## config.mk

```make
export PLATFORM = sky130hd
export DESIGN_NAME = csa_tree_pipe
export DESIGN_NICKNAME = d
export VERILOG_FILES = /design/src/rtl/csa_tree_pipe.sv
export SDC_FILE = /design/constraint.sdc
export NUM_CORES = 1
export LEC_CHECK = 0
export CAP_MARGIN = 0
export CORE_MARGIN = 1
export CORE_UTILIZATION = 40
export CTS_CLUSTER_SIZE = 12
export DETAILED_ROUTE_END_ITERATION = 16
export PLACE_DENSITY = 0.69
export SYNTH_ARGS = -nofsm -noshare
export SYNTH_HDL_FRONTEND = slang
export SYNTH_SLANG_ARGS = --single-unit
```

## constraint.sdc

```tcl
create_clock -name clk -period 2.6 [get_ports clk]
set_input_delay 0.39 -clock clk [delete_from_list [all_inputs] [get_ports clk]]
set_output_delay 0.39 -clock clk [all_outputs]
set_load 0.03 [all_outputs]
```

## src/rtl/csa_tree_pipe.sv

```systemverilog
// csa_tree_pipe: pipelined 3:2 carry-save adder tree with a registered final add and valid/ready handshake.
// Define CSA_TREE_SIGNED_EN to treat operands and result as two's complement (sign-extended operands).
module csa_tree_pipe #(
  parameter int DATA_W = 8,
  parameter int N_IN   = 8,
  localparam int OUT_W = DATA_W + $clog2(N_IN)
) (
  input  logic                   clk,
  input  logic                   rst,
  input  logic                   in_valid,
  output logic                   in_ready,
  input  logic [N_IN*DATA_W-1:0] in_data,
  output logic                   out_valid,
  input  logic                   out_ready,
  output logic [OUT_W-1:0]       out_sum
);

  function automatic int unsigned cnt_at(input int unsigned lvl);
    int unsigned n = N_IN;
    for (int unsigned i = 0; i < lvl; i++) n = n - n / 3;
    return n;
  endfunction

  function automatic int unsigned calc_levels();
    int unsigned n = N_IN;
    int unsigned l = 0;
    while (n > 2) begin
      n = n - n / 3;
      l++;
    end
    return l;
  endfunction

  localparam int unsigned LEVELS = calc_levels();

  logic adv;
  assign adv      = ~out_valid | out_ready;
  assign in_ready = adv | rst;

  logic [OUT_W-1:0] ext [N_IN];
  for (genvar k = 0; k < N_IN; k++) begin : g_ext
`ifdef CSA_TREE_SIGNED_EN
    assign ext[k] = {{(OUT_W-DATA_W){in_data[k*DATA_W+DATA_W-1]}}, in_data[k*DATA_W +: DATA_W]};
`else
    assign ext[k] = {{(OUT_W-DATA_W){1'b0}}, in_data[k*DATA_W +: DATA_W]};
`endif
  end

  // Level l reduces N words to N - N/3: sum/carry pairs first, leftovers appended in index order.
  for (genvar l = 0; l < LEVELS; l++) begin : g_lvl
    localparam int unsigned N = cnt_at(l);
    localparam int unsigned T = N / 3;
    localparam int unsigned M = N - T;

    logic             vin;
    logic             vld;
    logic [OUT_W-1:0] src [N];
    logic [OUT_W-1:0] nxt [M];
    logic [OUT_W-1:0] stg [M];

    if (l == 0) begin : g_head
      assign vin = in_valid;
      for (genvar k = 0; k < N; k++) begin : g_src
        assign src[k] = ext[k];
      end
    end else begin : g_body
      assign vin = g_lvl[l-1].vld;
      for (genvar k = 0; k < N; k++) begin : g_src
        assign src[k] = g_lvl[l-1].stg[k];
      end
    end

    for (genvar j = 0; j < T; j++) begin : g_csa
      assign nxt[2*j]   = src[3*j] ^ src[3*j+1] ^ src[3*j+2];
      assign nxt[2*j+1] = ((src[3*j] & src[3*j+1]) | (src[3*j] & src[3*j+2])
                          | (src[3*j+1] & src[3*j+2])) << 1;
    end

    for (genvar r = 0; r < N - 3*T; r++) begin : g_pass
      assign nxt[2*T+r] = src[3*T+r];
    end

    always_ff @(posedge clk) begin
      if (rst) begin
        vld <= 1'b0;
        stg <= '{default: '0};
      end else if (adv) begin
        vld <= vin;
        stg <= nxt;
      end
    end
  end

  logic [OUT_W-1:0] fin_a;
  logic [OUT_W-1:0] fin_b;
  logic             fin_v;

  if (LEVELS == 0) begin : g_direct
    assign fin_a = ext[0];
    assign fin_b = ext[1];
    assign fin_v = in_valid;
  end else begin : g_tail
    assign fin_a = g_lvl[LEVELS-1].stg[0];
    assign fin_b = g_lvl[LEVELS-1].stg[1];
    assign fin_v = g_lvl[LEVELS-1].vld;
  end

  always_ff @(posedge clk) begin
    if (rst) begin
      out_valid <= 1'b0;
      out_sum   <= '0;
    end else if (adv) begin
      out_valid <= fin_v;
      out_sum   <= fin_a + fin_b;
    end
  end

endmodule

```

# Yosys cells after proc, flatten, opt, wreduce, memory -nomap -nowiden
# Cells that the tools add are included.
[totals] regBits=158 in_bits=68 out_inout_bits=13 word_cells=67
[classes] addsub=1 bitwise=45
[ops] cell="10-bit OR" count=7
[ops] cell="8-bit AND" count=8
[ops] cell="10-bit AND" count=6
[ops] cell="11-bit bitwise XOR" count=4
[ops] cell="8-bit OR" count=4
[ops] cell="8-bit bitwise XOR" count=4
[ops] cell="9-bit by 8-bit AND with 9-bit output" count=3
[ops] cell="9-bit by 8-bit bitwise XOR with 9-bit output" count=2
[ops] cell="11-bit adder" count=1
[ops] cell="11-bit by 8-bit bitwise XOR with 11-bit output" count=1
[ops] cell="10-bit by 8-bit OR with 10-bit output" count=1
[ops] cell="8-bit by 9-bit AND with 9-bit output" count=1
[ops] cell="8-bit by 9-bit bitwise XOR with 9-bit output" count=1
[ops] cell="1-bit OR" count=2
[ops] cell="1-bit NOT" count=1

# Longest topological paths before layout
[depth] ltp_word=3 depth_mapped=6 ltp_nobuf=6

# Worst setup path after synthesis
# Ideal clock, no wire load.
[synth_timing] kind="flip-flop to flip-flop" startpoint="reg g_lvl[3].stg, in the netlist fin_a[2]" endpoint="reg out_sum[8]" setup_time_ps=117 t_arrival_ps=1665 required_time_ps=2483 slack_ps=818 stages_incl_launch_ff=7 n_path_buf=0 period_less_slack_ps=1782 path_cell_list="dfxtp_1 > ha_1 > fa_1 > nand3_1 > a31oi_1 > or3_1 > a32o_1"
[synth_between] elab_chain_cells=1
[synth_lines] item="start: declaration" line_no="59" text="logic [OUT_W-1:0] stg [M];"
[synth_lines] item="start signal: assignment" line_no="89" text="stg <= nxt;"
[synth_lines] item="11-bit adder" line_no="114" text="out_sum <= fin_a + fin_b;"
[synth_lines] item="end signal: assignment" line_no="114"
[synth_lines] item="end: declaration" line_no="15" text="output logic [OUT_W-1:0] out_sum"
# Every way passes these cells.
# A chain may end at the register's enable or synchronous reset.

# Final worst setup path
# Same ends and word-level chain as after synthesis.

==> results.py <==
metrics = {
    "logic_synthesis": {
        "syn_area_mm2": 0.006228,
        "synth_top_family_by_area": "simple AND/OR/NAND/NOR gates",
        "syn_area_per_cell_um2": 8.885,
        "yosys.area_share.xor_xnor_pct": 0.2812,
        "synth-simple-area-share_pct": 18.32,
        "synthAdderAreaFrac_pct": 17.32,
        "ys_ff_latch": 142,
        "syn_inst": 701,
        "synth_mux_area_share_pct": 0.1808,
        "synth_compound_area_share_pct": 13.40,
        "syn_nets": 827,
        "synth.distinct_cells": 35,
        "ys_warn_count": 0,
        "synth-seq-area-share_pct": 45.64,
    },
    "finish": {
        "area_growth_pct": 22.08,
        "final_cells": 958,
        "antenna_cells": 0,
        "fin_nets": 883,
        "final_layout_size_suffix_gt1_share_pct": 5.844,
        "design_area_mm2": 0.007604,
    },
    "sta": {
        "hold_ws_ns": 0.4009,
        "finalHoldViolCount": 0,
        "finalSetupViolations": 0,
        "maxSlewViolCount": 0,
        "max_slew_margin_pct": 68.81,
        "tns_ns": 0,
        "fin_worst_skew_ns": 0.006556,
        "period_share_pct": 73.39,
        "period_needed_ns": 1.908,
        "rsz0062_at_grt": "false",
        "worstMarginPinSlew_ns": 0.4679,
        "timing.fmax_ghz": 0.5241,
    },
    "floorplanning": {
        "die_area_mm2": 0.01607,
        "die_x_um": 126.8,
        "die_height_um": 126.8,
        "rows": 45,
        "initial_core_util_pct": 40.97,
        "core-area_mm2": 0.01520,
        "io_pins": 81,
    },
    "power": {
        "p_per_area_mw_per_mm2": 688.3,
        "vdd_drop_max_uv": 413.8,
        "p_leak_nw": 2.994,
        "power_mw": 5.233,
    },
    "hold_path": {
        "hold_path.startpoint": "rst",
        "hold_depth": 2,
        "hold_class": "input port to register",
        "min_to": "out_valid",
    },
    "placed_design": {
        "place_inst": 926,
        "place.gp.congestion": 0.7550,
        "placed_cell_area_mm2": 0.007068,
        "place.port_buffers": 80,
        "hpwl_um": 8088,
    },
    "clocking": {
        "path_clk_slew_ns": 0.06,
        "cts_hold_buffers": 0,
        "cts_root_buf": "clkbuf_16",
        "clockBufferDepth": 2,
        "clkLatencyLatePin_ns": 0.41,
        "htreeDepth": 4,
        "clock-sinks": 142,
        "cts_resized": 0,
        "cts_buffers": 17,
        "post_cts_buffers": 0,
        "cts_tree": "done",
    },
    "worst_setup_path": {
        "worst-path-buf-inv": 0,
        "end_kind": "register",
        "reg2reg_from": "fin_a[2]",
        "arrival_ns": 2.21,
        "rr_worst_depth": 6,
        "cp_cell_sequence": "ha_1 > fa_1 > nand3_1 > a31oi_1 > or3_1 > a32o_1",
        "critPathMaxStageDelay_ns": 0.43,
        "r2r_setup_slack_ns": 0.69,
        "slowest_stage": "fa_1",
        "reg2reg_to": "out_sum[8]",
        "worstSetupPathType": "register to register",
        "critPathTopFamily": "adder cells",
        "required_ns": 2.90,
        "cp_max_fo": 3,
        "setup.worst_path.start_class": "register",
    },
    "route": {
        "viasPerCell": 4.882,
        "wl_per_cell_um": 12.88,
        "num_vias": 4677,
        "drc": 0,
        "firstDrtPassIters": 4,
        "drt_iter0_drc": 357,
        "drtAntennaViolNets": 0,
        "drt-total-wl_um": 12340,
    },
    "run_status": {
        "outcome": "finished, final reports clean",
    },
    "global_routing": {
        "grt_overflow": 0,
        "grt_usage_pct": 16.05,
        "grt_max_degree": 107,
        "grt_pass1_vias": 4415,
        "grt_antenna_before_repair": 0,
        "grt_pass1_wl_um": 20560,
    },
    "run": {
        "cap_violations": 0,
    },
}
-- placed cells by master (no fill, tap or decap), types with 3 or more instances in the layout --
cell / instances
clkinv_2: 5
ha_1: 11
clkdlybuf4s50_1: 78
nand3_1: 3
clkinvlp_4: 6
a21oi_1: 138
dfxtp_1: 142
nor2_1: 8
a211oi_1: 4
nand2_1: 271
clkbuf_16: 17
buf_12: 5
fa_1: 47
-- logic make-up after synthesis --
family	Yosys count
buf+inv	49
fa+ha+maj	58
xor+xnor	2
flops	142
simple gates	292
mux	1
compound gates	157
-- worst max path at each step --
| stage | startpoint | to | depth (start not counted) |
|---|---|---|---|
| after floorplan | fin_a[2] | out_sum[8] | 6 |
| after global placement | out_ready | in_ready | 5 |
| after detailed placement | out_ready | out_sum[9] | 6 |
| after CTS | out_valid | out_valid | 1 |
| after global routing | out_ready | in_ready | 5 |
| final | fin_a[2] | out_sum[8] | 6 |
-- power breakdown --
group	total, mW	internal (mW)	switching [mW]
registers	2.48	2.35	0.130
logic	0.589	0.300	0.289
clock network	2.16	1.24	0.926
total	5.23	3.89	1.34
-- layout make-up --
type                       count  area [µm²]
multi-input combinational    510        3090
timing repair buffer          85       895.9
inverter                       1       3.754
tap                          188       235.2
sequential                   142        2843
fill                        1422        7599
clock buffer                  18       439.2
clock inverter                14       96.34
-- per-layer routing --
metal	track usage, %	up-vias	wire length (µm)
met5	0	-	0
met4	5.742	0	140
met3	3.627	11	318
met2	26.03	64	6155
met1	21.07	2214	5724
li1	-	2388	-
-- registers in the layout (all words and copies together) (netlist names) --
register / count
fin_b: 8
g_lvl.vld: 3
fin_a: 10
out_sum: 11
g_lvl.stg: 108
out_valid: 1
fin_v: 1
-- worst register-to-register path: cells and delay by family (launching register included) --
kind	cells	cell delay (ns)
flops	1	0.31
fa+ha+maj	2	0.68
simple gates	2	0.44
compound gates	2	0.37
-- cells in the mapped netlist --
cell type	number	share of area [%]
nand3b_1	2	0.24
nand2b_1	1	0.10
a211oi_2	1	0.20
o21ai_0	2	0.16
o21bai_1	1	0.12
o311ai_0	1	0.14
nor2b_4	1	0.22
o21ai_1	2	0.16
ha_1	11	2.2
or4_1	1	0.12
nor2_1	8	0.48
buf_1	3	0.18
a21oi_1	138	11
a211oi_1	4	0.48
a31oi_1	1	0.10
inv_1	1	0.060
a21o_1	2	0.24
nand4b_1	2	0.28
nor2_2	2	0.20
xnor2_1	2	0.28
a32o_1	1	0.16
nand2_1	271	16
o211ai_1	1	0.12
buf_4	4	0.48
mux2_2	1	0.18
or3_1	1	0.10
dfxtp_1	142	46
buf_2	17	1.4
nand3_1	3	0.24
clkbuf_1	13	0.78
fa_1	47	15
buf_6	11	2.0
a41oi_1	1	0.14
a32oi_1	1	0.14
o41ai_1	1	0.14
-- through the flow --
step	worst slack (ns)	utilization (%)
global route	0.6263	50.02
detailed placement	0.6981	46.49
floorplan	0.8178	-
finish	0.6919	50.02
CTS	0.6907	50.02
global placement	0.7153	46.49
Power figures use the tool's default switching activity.
